===== src/rtl/stack_alu_pkg.sv =====
// Shared opcodes and FSM state encoding for the stack ALU sequencer.
// Used by stack_alu_sequencer and stack_seq_prog_mem.
package stack_alu_pkg;

  localparam logic [2:0] OP_NOP  = 3'b000;
  localparam logic [2:0] OP_ADD  = 3'b100;
  localparam logic [2:0] OP_MUL  = 3'b101;
  localparam logic [2:0] OP_PUSH = 3'b110;
  localparam logic [2:0] OP_POP  = 3'b111;

  typedef enum logic [1:0] {
    S_IDLE,
    S_RUN,
    S_DRAIN,
    S_DONE
  } seq_state_e;

endpackage


===== src/rtl/stack_seq_prog_mem.sv =====
// Program store: one synchronous write port, one asynchronous read port.
// Contents are intentionally not reset.
module stack_seq_prog_mem #(
  parameter int n          = 8,
  parameter int PROG_DEPTH = 16,
  parameter int AW         = $clog2(PROG_DEPTH)
) (
  input  logic          clk,
  input  logic          we,
  input  logic [AW-1:0] waddr,
  input  logic [2:0]    wopcode,
  input  logic [n-1:0]  woperand,
  input  logic [AW-1:0] raddr,
  output logic [2:0]    ropcode,
  output logic [n-1:0]  roperand
);

  logic [2:0]   op_q  [PROG_DEPTH];
  logic [n-1:0] dat_q [PROG_DEPTH];

  always_ff @(posedge clk) begin
    if (we) begin
      op_q[waddr]  <= wopcode;
      dat_q[waddr] <= woperand;
    end
  end

  assign ropcode  = op_q[raddr];
  assign roperand = dat_q[raddr];

endmodule


===== src/rtl/stack_alu_sequencer.sv =====
// Runs a short RPN program into a STACK_BASED_ALU and captures pops.
// Define STACK_SEQ_OVF_HALT_EN to stop issuing on the first overflow.
module stack_alu_sequencer
  import stack_alu_pkg::*;
#(
  parameter int n          = 8,
  parameter int PROG_DEPTH = 16,
  parameter int AW         = $clog2(PROG_DEPTH)
) (
  input  logic          clk,
  input  logic          reset,
  input  logic          prog_we,
  input  logic [AW-1:0] prog_addr,
  input  logic [2:0]    prog_opcode,
  input  logic [n-1:0]  prog_operand,
  input  logic [AW:0]   prog_len,
  input  logic          start,
  output logic          busy,
  output logic          done,
  output logic          aborted,
  output logic [2:0]    alu_opcode,
  output logic [n-1:0]  alu_data,
  input  logic [n-1:0]  alu_result,
  input  logic          alu_overflow,
  output logic          result_valid,
  output logic [n-1:0]  result_data,
  output logic          overflow_flag
);

  seq_state_e    state_q, state_d;
  logic          start_q;
  logic [AW:0]   len_q;
  logic [AW-1:0] pc_q;
  logic          drain_q;
  logic [2:0]    st2_q;
  logic [2:0]    mem_op;
  logic [n-1:0]  mem_dat;
  logic          issue, last, cap_ovf, take_start;

  stack_seq_prog_mem #(
    .n(n), .PROG_DEPTH(PROG_DEPTH), .AW(AW)
  ) u_mem (
    .clk      (clk),
    .we       (prog_we && !busy),
    .waddr    (prog_addr),
    .wopcode  (prog_opcode),
    .woperand (prog_operand),
    .raddr    (pc_q),
    .ropcode  (mem_op),
    .roperand (mem_dat)
  );

  assign busy = (state_q == S_RUN) || (state_q == S_DRAIN);
  assign done = (state_q == S_DONE);
  assign take_start = (state_q == S_IDLE) && start && !start_q;
  assign last = ({1'b0, pc_q} + (AW+1)'(1)) == len_q;
  assign cap_ovf = ((st2_q == OP_ADD) || (st2_q == OP_MUL))
                   && alu_overflow;

  // start_q marks the launch cycle: edge 0 latches, edge 1 issues.
  always_comb begin
    state_d = state_q;
    issue   = 1'b0;
    unique case (state_q)
      S_IDLE: begin
        if (start_q) begin
          if (len_q == '0) begin
            state_d = S_DONE;
          end else begin
            issue   = 1'b1;
            state_d = last ? S_DRAIN : S_RUN;
          end
        end
      end
      S_RUN: begin
`ifdef STACK_SEQ_OVF_HALT_EN
        if (cap_ovf) begin
          state_d = S_DRAIN;
        end else begin
          issue   = 1'b1;
          state_d = last ? S_DRAIN : S_RUN;
        end
`else
        issue   = 1'b1;
        state_d = last ? S_DRAIN : S_RUN;
`endif
      end
      S_DRAIN: if (drain_q) state_d = S_DONE;
      S_DONE:  state_d = S_IDLE;
      default: state_d = S_IDLE;
    endcase
  end

  always_ff @(posedge clk) begin
    if (reset) begin
      state_q       <= S_IDLE;
      start_q       <= 1'b0;
      len_q         <= '0;
      pc_q          <= '0;
      drain_q       <= 1'b0;
      st2_q         <= OP_NOP;
      alu_opcode    <= OP_NOP;
      alu_data      <= '0;
      result_valid  <= 1'b0;
      result_data   <= '0;
      overflow_flag <= 1'b0;
    end else begin
      state_q    <= state_d;
      start_q    <= take_start;
      drain_q    <= (state_q == S_DRAIN) ? !drain_q : 1'b0;
      alu_opcode <= issue ? mem_op  : OP_NOP;
      alu_data   <= issue ? mem_dat : '0;
      st2_q      <= alu_opcode;
      result_valid <= (st2_q == OP_POP);
      if (st2_q == OP_POP) result_data <= alu_result;
      if (take_start) begin
        len_q <= (prog_len > (AW+1)'(PROG_DEPTH))
                 ? (AW+1)'(PROG_DEPTH) : prog_len;
        pc_q          <= '0;
        overflow_flag <= 1'b0;
      end else begin
        if (issue)   pc_q          <= pc_q + AW'(1);
        if (cap_ovf) overflow_flag <= 1'b1;
      end
    end
  end

`ifdef STACK_SEQ_OVF_HALT_EN
  logic aborted_q;
  always_ff @(posedge clk) begin
    if (reset)                aborted_q <= 1'b0;
    else if (take_start)      aborted_q <= 1'b0;
    else if (busy && cap_ovf) aborted_q <= 1'b1;
  end
  assign aborted = aborted_q;
`else
  assign aborted = 1'b0;
`endif

endmodule


===== config.mk =====
export PLATFORM = sky130hd
export DESIGN_NAME = stack_alu_sequencer
export DESIGN_NICKNAME = d
export VERILOG_FILES = /design/src/rtl/stack_alu_pkg.sv /design/src/rtl/stack_seq_prog_mem.sv /design/src/rtl/stack_alu_sequencer.sv
export SDC_FILE = /design/constraint.sdc
export NUM_CORES = 1
export LEC_CHECK = 0
export CORE_MARGIN = 4
export CORE_UTILIZATION = 55
export CTS_BUF_LIST = sky130_fd_sc_hd__clkbuf_16
export CTS_CLUSTER_SIZE = 25
export DETAILED_ROUTE_END_ITERATION = 7
export PLACE_DENSITY = 0.74
export SYNTH_ARGS = -nofsm -noshare
export SYNTH_HDL_FRONTEND = slang
export SYNTH_HIERARCHICAL = 1
export SYNTH_SLANG_ARGS = --single-unit
export TNS_END_PERCENT = 20

===== constraint.sdc =====
create_clock -name clk -period 3.8 [get_ports clk]
set_clock_uncertainty 0.15 [all_clocks]
set_input_delay 0.76 -clock clk [delete_from_list [all_inputs] [get_ports clk]]
set_output_delay 0.76 -clock clk [all_outputs]
set_load 0.005 [all_outputs]

==> results by group <==
Clock tree
  • # resized after CTS: 0
  • Clk_lat worst skew: roughly 500 ps
  • CTS buffer count: 22
  • Post-CTS setup buffers: 0
  • CTS max path bufs: 3
  • Clock Pin Slew Worst Setup and Hold Paths: 60 ps
  • Hold_buf cts: 0
  • H-Tree Depth: 1
  • Clock sink count: 213
  • TritonCTS clock tree: built
  • CTS root buf: clkbuf_16

Die
  • Die H: 131 um
  • Die Width: around 130 um
  • Row count: 44
  • Starting Density: 0.565
  • IO Pins: 57
  • Core area: about 15000 um2
  • DIE AREA: 17100 um2

Route
  • Detailed router's first-iteration violation count: around 330
  • Vias/cell: ~6.0
  • Vias: around 4300
  • Post-route ant nets: 0
  • WL per Instance: roughly 23 um
  • DRC viols: 0
  • Pre-antenna DRT Iters: 5
  • Drt total wl: around 16000 um

Synth
  • Synth cell types: between 40 and 50
  • Yosys top cell area share: 0.639
  • Ys async rst share: 0
  • Yosys warns: 6
  • Synth area leader: edfxtp_1
  • FF+latch count, synth: 213
  • Post-synth EDFFs: 176
  • Synth Area per Inst: around 19 um2
  • Mapped cell area: ~8300 um2
  • Syn Nets: 482
  • Main area contributors after synthesis: edfxtp_1, dfxtp_1, mux4_2
  • Main synth FF type: edfxtp_1
  • Synth Instances: around 440
  • Sequential share of the synthesized area: 0.728

Timing
  • Slew Limit Fails: 0
  • Final Hold Viols: 0
  • Post-route setup TNS: 0 ps
  • RSZ-0062 raised after global routing: no
  • Slew of the pin with the lowest slew margin: roughly 1100 ps
  • Worst setup margin: approximately 970 ps
  • Final min period: between 2000 and 3000 ps
  • Final Cycle Share: 0.744
  • Final setup vio count: 0
  • Achievable clock frequency: 354 MHz
  • Min Hold Slack: about 300 ps
  • Max-slew headroom: 0.269

Setup path
  • Critical path buffer and inverter count: 2
  • Delay of the slowest critical-path stage: roughly 540 ps
  • Required time of the critical path: between 3000 and 4000 ps
  • Worst Setup Start Kind: flip-flop
  • Slowest-stage cell, CP: or3b_2
  • Critical Path End Type: flip-flop
  • CP top delay family: simple AND/OR/NAND/NOR gates
  • WP data arrival: 2890 ps
  • Peak fanout along the critical path: 7
  • Critical path cell sequence: inv_1 -> ha_1 -> nor2b_1 -> or3b_2 -> nor2_1 -> buf_4
  • Kind of critical path: flip-flop to flip-flop

Global route
  • Largest net degree at the start of global routing: 30
  • Grt peak-use layer: met2
  • Tot GR Track Use: 0.199
  • GR Overflow Total: 0
  • Antenna violations before repair: 0
  • Vias in the first global route: 4411
  • Met2 GRT Util: 0.327
  • Met3 Track Usage GR: 0.0382
  • Met1 Track Usage GR: 0.279
  • First-pass GRT wire length: ~25000 um

Power and ir drop
  • Sequential power share: 0.496
  • Net Switching: around 1.2 mW
  • Comb pwr share: 0.131
  • Leak: 3.25 nW
  • Pint: about 4.2 mW
  • Switching share of total power: 0.229
  • Total design power: roughly 5.4 mW
  • Worst VDD drop: 0.000441 V
  • PD cells: between 500 and 600 nW/um2
  • Clk pwr share: 0.373

Finish
  • Commonest non-fill, non-tap cells in the layout: edfxtp_1, clkdlybuf4s50_1, dfxtp_1, nand2_1, mux4_2
  • Final core occ: 0.668
  • Most common cell after layout, fill and taps aside: edfxtp_1
  • Share of cells above drive strength 1: 0.190
  • Finished Layout Cells: just over 700
  • Final net count: approximately 560
  • Inserted Diodes: 0
  • Filler cell count: approximately 960
  • Area Growth Syn to Fin: 18.3%
  • Post-route design area: 9780 um2

Placement
  • Post-Place Setup Slack: between 500 and 600 ps
  • Routability cong.: 0.813
  • Dpl cells: between 600 and 700
  • IO buf count: 55
  • Final HPWL DP: between 10000 and 15000 um
  • Placed instance area: between 9000 and 10000 um2

Worst hold path
  • Worst Hold Class: flip-flop to flip-flop

Run
  • Maxcap violations: 0

Outcome
  • Run status: completed
-- tightest hold or removal path, cell delays in order (launching register included) --
cell	delay [ps]
dfxtp_1	300
nand2_1	50
a21oi_1	50
-- final timing paths --
kind	slack, ps	depth (start not counted)	start	to
max	970	6	state_q[0]	u_mem/dat_q[1][4]
min	300	2	result_data[5]	result_data[5]
max reg2reg	970	6	state_q[0]	u_mem/dat_q[1][4]
min reg2reg	300	2	result_data[5]	result_data[5]
-- routing by layer --
layer | vias up | part of all wire
li1 | 1930 | -
met4 | 0 | 0.017
met3 | 23 | 0.078
met2 | 188 | 0.49
met1 | 2188 | 0.41
met5 | - | 0
-- logic make-up (layout without fill, tap and decap cells) --
kind of cell	after synthesis	in the layout	share of synthesized area
DFF	213	213	0.728
other	1	1	0.000453
adders and majority gates	5	5	0.00756
xor gates and xnor gates	6	6	0.00802
muxes	46	46	0.129
buffers and inverters	26	123	0.0201
AOI/OAI and AO/OA	50	50	0.0434
and+or+nand+nor	97	97	0.0626
-- synthesized netlist by cell type, types with 2 or more instances --
| cell type | number |
|---|---|
| a22o_1 | 4 |
| edfxtp_1 | 176 |
| buf_2 | 3 |
| ha_1 | 5 |
| nor3_1 | 5 |
| nand3b_1 | 2 |
| and2_1 | 2 |
| xnor2_1 | 3 |
| and2_4 | 10 |
| buf_8 | 2 |
| nand3_1 | 9 |
| nor2_1 | 16 |
| a22oi_1 | 22 |
| buf_6 | 5 |
| nand2b_1 | 5 |
| clkbuf_1 | 6 |
| a21oi_2 | 2 |
| nor2b_1 | 6 |
| xor2_1 | 2 |
| inv_1 | 7 |
| and3_1 | 3 |
| dfxtp_1 | 37 |
| mux2i_1 | 2 |
| a21oi_1 | 14 |
| nand2_1 | 33 |
| mux4_1 | 16 |
| mux4_2 | 28 |
-- sequential cells by signal (all words and copies together), names as in the netlist, 2 cells and up --
name / count
len_q: 5
pc_q: 4
alu_opcode: 3
st2_q: 3
u_mem/op_q: 48
state_q: 2
result_data: 8
alu_data: 8
u_mem/dat_q: 128
-- layout make-up --
class	instances	area, um2	share of cell area
Clock inverter	18	143	0.0146
Inverter	7	26.3	0.00269
Clock buffer	22	551	0.0563
Tap cell	184	230	0.0235
Multi-Input combinational cell	205	2090	0.213
Timing Repair Buffer	76	721	0.0737
Sequential cell	213	6030	0.616
-- power by group through the flow --
stage | clock, mW | combinational (mW) | sequential, mW
after floorplan | 0 | 0.520 | 2.69
after CTS | 2.06 | 0.718 | 2.69
after global routing | 2.17 | 0.769 | 2.70
final | 2.02 | 0.713 | 2.69
after detailed placement | 0 | 0.712 | 2.74
after global placement | 0 | 0.687 | 2.73
No activity file was read; power rests on OpenSTA's default activity.
==> variant 1: new RTL, same flow settings <==
Register the output `alu_data` once more; this adds one clock of latency there. The other outputs are not delayed to match.
--- a/src/rtl/stack_alu_sequencer.sv
+++ b/src/rtl/stack_alu_sequencer.sv
@@ -28,2 +28,4 @@
 );
+
+  logic [n-1:0] alu_data_s0;
 
@@ -102,3 +104,3 @@
       alu_opcode    <= OP_NOP;
-      alu_data      <= '0;
+      alu_data_s0   <= '0;
       result_valid  <= 1'b0;
@@ -111,3 +113,3 @@
       alu_opcode <= issue ? mem_op  : OP_NOP;
-      alu_data   <= issue ? mem_dat : '0;
+      alu_data_s0 <= issue ? mem_dat : '0;
       st2_q      <= alu_opcode;
@@ -139,2 +141,6 @@
 
+  always_ff @(posedge clk) begin
+    alu_data <= alu_data_s0;
+  end
+
 endmodule
Formal check against the unedited RTL: not equivalent (a bounded check fails within 4 cycles, from zero or initial values and one cycle with reset high).
==> variant 1 against the unedited design <==
Count of clock-buffer cells in the layout increased by 1. Sequential cell count increased by 8. Total power rose by 1.4%. Area after synthesis is 1.5% higher. Cell count up 0.14%. Final area rose by 1.3%. Routed wire length shrank 2.1%. Critical path depth stayed put. Sequential share of layout area is 0.80 points higher. Setup slack improved by 0.071 ns. Largest power group unchanged. Highest routed layer unchanged.
==> variant 1: results (changes against the unedited design) <==
The run finished with clean final reports. The total chip power came out at 0.00549 W (+1.4%). The maximum number of pins on one net before global-route repair is 39 (+30%). The via count of the first global-routing pass is 4400 (-0.25%). The data required time of the worst path is 3.87 ns (about the same). The worst hold path begins at alu_data_s0[0]. In the synthesized netlist, the cells that appear most often are edfxtp_1 (176), dfxtp_1 (45), nand2_1 (29), mux4_2 (28).

The routed wirelength normalized by instance count came out at 22.1 µm (-2.2%). The capturing point of the worst reg2reg path is u_mem/dat_q[1][6]. The worst hold path terminates at alu_data[0].

The layout cell share with drive strength beyond 1 came out at 18.3% (-0.77 points). The worst vdd rail ir drop came out at 0.391 mV (-11%). The cell at the root of the clock tree is clkbuf_16. The cell count after synthesis came out at 447 (+0.68%).

The leakage component of the power came out at 3.28 nW (+0.73%). The number of design-rule violations left by the first detailed-router iteration came to 369 (+11%). The cell depth of the worst min-delay path is 0 (-2). The placer congestion estimate came out at 0.778 (-4.3%).

The post-route non-filler standard cell count is 726 (+0.14%). The proportion of synthesized chip area in sequential cells came out at 73.7% (+0.83 points). The average vias per placed instance is 6.02 (+0.81%). The HPWL reported at the end of detailed placement is 10400 µm (-1.8%). The total clock buffers created by CTS came to 22 (unchanged).

The first-pass GRT wire length was 25600 µm (+1.3%). The number of nets produced by synthesis came out at 485 (+0.62%). The number of cells after detailed placement is 687 (+0.29%). The global-route usage over all layers came out at 19.0% (-0.91 points).

The final net count came out at 565 (+0.36%). The number of distinct library cells after synthesis is 45 (-2.2%). Ranked by total cell area, the synthesized netlist is headed by edfxtp_1 (63%), dfxtp_1 (11%), mux4_2 (7.5%). The cell area reported after detailed placement is 0.00921 mm² (+1.3%).

The clock slew at the register clock pins of the worst setup and hold paths is 0.06 ns (about the same). The placement-stage worst setup slack is 0.616 ns (+0.0245 ns). The remaining max-slew budget at the tightest pin is 32.0% (+5.2 points). The power in the clock group came out at 0.00208 W (+3%). The slack of the worst reg-to-reg path is 1.04 ns (+0.07 ns). The smallest hold slack came out at 0.176 ns (-0.128 ns).
variant 1: cell types whose count changed in the layout (fill, tap and decap cells not counted), moves of 2 or more:
cell      delta
nand3_1      -5
dfxtp_1      +8
and3_1       -2
a211oi_1     +4
inv_1        -5
nor3_1       +2
xnor2_1      +4
nor3b_1      +2
a21oi_1      -3
nand2b_1     -3
nor2_1       +6
nand2_1      -4
variant 1: how the worst max path moves through the flow:
stage | from | endpoint | slack [ns]
2_1_floorplan | prog_we | u_mem/dat_q[0][0] | 0.99
3_3_place_gp | prog_we | u_mem/op_q[1][0] | 0.67
3_5_place_dp | prog_we | u_mem/dat_q[1][6] | 0.62
4_1_cts | state_q[0] | u_mem/dat_q[1][6] | 1.06
5_1_grt | state_q[0] | u_mem/dat_q[1][6] | 0.95
6_report | state_q[0] | u_mem/dat_q[1][6] | 1.04
variant 1: kinds of logic after synthesis:
group | Yosys count | synth area share (%)
buffers and inverters | 24 | 1.82
AO/OA/AOI/OAI | 48 | 4.10
adder cells (fa/ha/maj) | 5 | 0.745
other | 1 | 0.0447
flip-flops | 221 | 73.7
AND/OR/NAND/NOR | 93 | 5.95
XOR/XNOR | 10 | 1.04
multiplexers | 45 | 12.6
variant 1: cell type report:
class | instances | area [µm²]
clock buffer | 23 | 576
clock inverter | 16 | 131
fill | 973 | 4840
inverter | 5 | 18.8
multi-input combinational | 202 | 2060
sequential | 221 | 6190
tap | 184 | 230
timing repair buffer | 75 | 713
variant 1: per-layer routing:
layer	vias up	track usage, %	share of wire [%]	wire (µm)
met4	0	4.49	1.9	309
li1	1946	-	-	-
met2	180	30.5	48	7670
met5	-	0	0	0
met1	2219	27.4	44	7110
met3	25	3.52	6.1	973
==> variant 2: new RTL, config.mk and constraints unchanged <==
Without the edit above. Build with the macro `STACK_SEQ_OVF_HALT_EN` defined.
--- a/src/rtl/stack_alu_sequencer.sv
+++ b/src/rtl/stack_alu_sequencer.sv
@@ -2,2 +2,4 @@
 // Define STACK_SEQ_OVF_HALT_EN to stop issuing on the first overflow.
+`define STACK_SEQ_OVF_HALT_EN
+
 module stack_alu_sequencer
Behaviour: not the same (a bounded check fails within 10 cycles, from zero or initial values and one cycle with reset high).
==> variant 2 against the unedited design <==
Cell count up 1.2%. Setup slack better by 0.12 ns. Area after synthesis is 0.23% higher. Total power rose by 0.95%. Sequential share of layout area is 0.38 points lower. First-iteration DRC count shrank 9.0%. Worst hold slack improved by 0.0073 ns. Routed wire length up 6.3%. Final area is 0.96% higher. Synthesized cell count rose by 1.1%. Sequential cell count is 1 higher. Critical path type is now register to output pin.
==> variant 2: results (changes against the unedited design) <==
The highest layer used for signal routing is met4. The initial antenna violation count is 0 (unchanged). The leakage component of the power is 3.29 nW (+1.2%). Ranked by total cell area, the synthesized netlist is headed by edfxtp_1 (64%), dfxtp_1 (9.2%), mux4_2 (7.6%). The maximum number of pins on one net before global-route repair is 32 (+6.7%). The first-pass GRT wire length came out at 26600 µm (+5.6%).

The via count of the first global-routing pass is 4611 (+4.5%). The power dissipated by switching net loads is 0.00127 W (+2.3%). The placer congestion estimate is 0.831 (+2.2%). The worst-path maximum fanout came out at 4 (-3). The worst vdd rail ir drop is 0.542 mV (+23%).

The flow ran to the end, and the final reports show no timing, DRC or antenna violations. The routed wirelength normalized by instance count is 23.8 µm (+5.0%). The HPWL reported at the end of detailed placement came to 11000 µm (+4.2%).

The average vias per placed instance came out at 6.16 (+3.1%). The most used flip-flop cell after synthesis is edfxtp_1. The layout cell share with drive strength beyond 1 is 17.1% (-1.9 points). The slew at the pin closest to its max-slew limit came out at 1.22 ns (+0.123 ns). The arrival time of the worst setup path came out at 1.80 ns (-1.09 ns). The latest clock arrival within the worst-skew pair is 0.52 ns (+0.02 ns). The proportion of synthesized chip area in sequential cells came out at 72.9% (+0.077 points).

The clock slew at the register clock pins of the worst setup and hold paths is 0.06 ns (about the same). The met3 demand-to-capacity share in global routing was 3.13% (-0.69 points). The synthesis warning total is 6 (unchanged). Ranked by instance count, the synthesized netlist is headed by edfxtp_1 (176), dfxtp_1 (38), nand2_1 (33), mux4_2 (28), a22oi_1 (22).

The final net count came out at 572 (+1.6%). The global-route usage over all layers is 21.0% (+1.2 points). The number of design-rule violations left by the first detailed-router iteration came to 303 (-9.0%). The met1 demand-to-capacity share in global routing came to 29.2% (+1.3 points). The total routed wire length on the met1 layer was 6970 µm (+2.6%). The number of antenna cells inserted was 0 (unchanged). The met3 wire length is 1360 µm (+5.9%). The number of nets produced by synthesis is 487 (+1.0%). The placement-stage worst setup slack is 0.707 ns (+0.115 ns).

The number of distinct library cells after synthesis is 46 (unchanged). The kind of path behind the tightest hold check is register to register. The routed wire length on met2 came to 8590 µm (+6.8%).

The number of buffer cells added on primary ports came out at 56 (+1.8%). The global-route track usage on met2 came out at 35.1% (+2.3 points).
-- variant 2: critical path: stages, from the launching register on --
cell,delay (ns)
dfxtp_1,0.38
inv_1,0.08
ha_1,0.32
clkdlybuf4s50_1,0.51
-- variant 2: final timing paths --
check / from / end / slack [ns] / cells past startpoint
worst max-delay path: state_q[0] / busy / 1.09 / 3
worst min-delay path: result_data[7] / result_data[7] / 0.31 / 2
worst max register to register: state_q[0] / u_mem/dat_q[12][7] / 1.12 / 6
worst min register to register: result_data[7] / result_data[7] / 0.31 / 2
-- variant 2: kinds of logic (layout without fill, tap and decap cells) --
family	count (synthesis)	in the layout	synth area share, %
buf+inv	22	123	1.66
mux	46	46	12.9
fa+ha+maj	5	5	0.754
simple gates	103	103	6.37
compound gates	54	54	4.86
flops	214	214	72.9
xor+xnor	5	5	0.528
-- variant 2: power groups by stage --
stage	Combinational, W	Clock (W)	Sequential (W)
2_1_floorplan	0.000504	0	0.00271
3_3_place_gp	0.000710	0	0.00272
3_5_place_dp	0.000726	0	0.00273
4_1_cts	0.000734	0.00210	0.00268
5_1_grt	0.000782	0.00221	0.00269
6_report	0.000728	0.00207	0.00268
-- variant 2: final cells by class --
type / count / area [µm²]
clock buffer: 22 / 551
clock inverter: 18 / 160
fill: 950 / 4770
inverter: 4 / 15.0
multi-input combinational: 213 / 2130
sequential: 214 / 6050
tap: 184 / 230
timing repair buffer: 79 / 746
-- variant 2: stage by stage --
step           util [%]  hold WS [ns]  cells  cell area (µm²)  total power [W]
2_1_floorplan         -         0.303    449             8290          0.00321
3_3_place_gp       62.6         0.293    694             9170          0.00343
3_5_place_dp       62.6         0.304    694             9170          0.00345
4_1_cts            67.5         0.313    734             9880          0.00551
5_1_grt            67.5         0.329    734             9880          0.00567
6_report           67.5         0.311    734             9880          0.00547
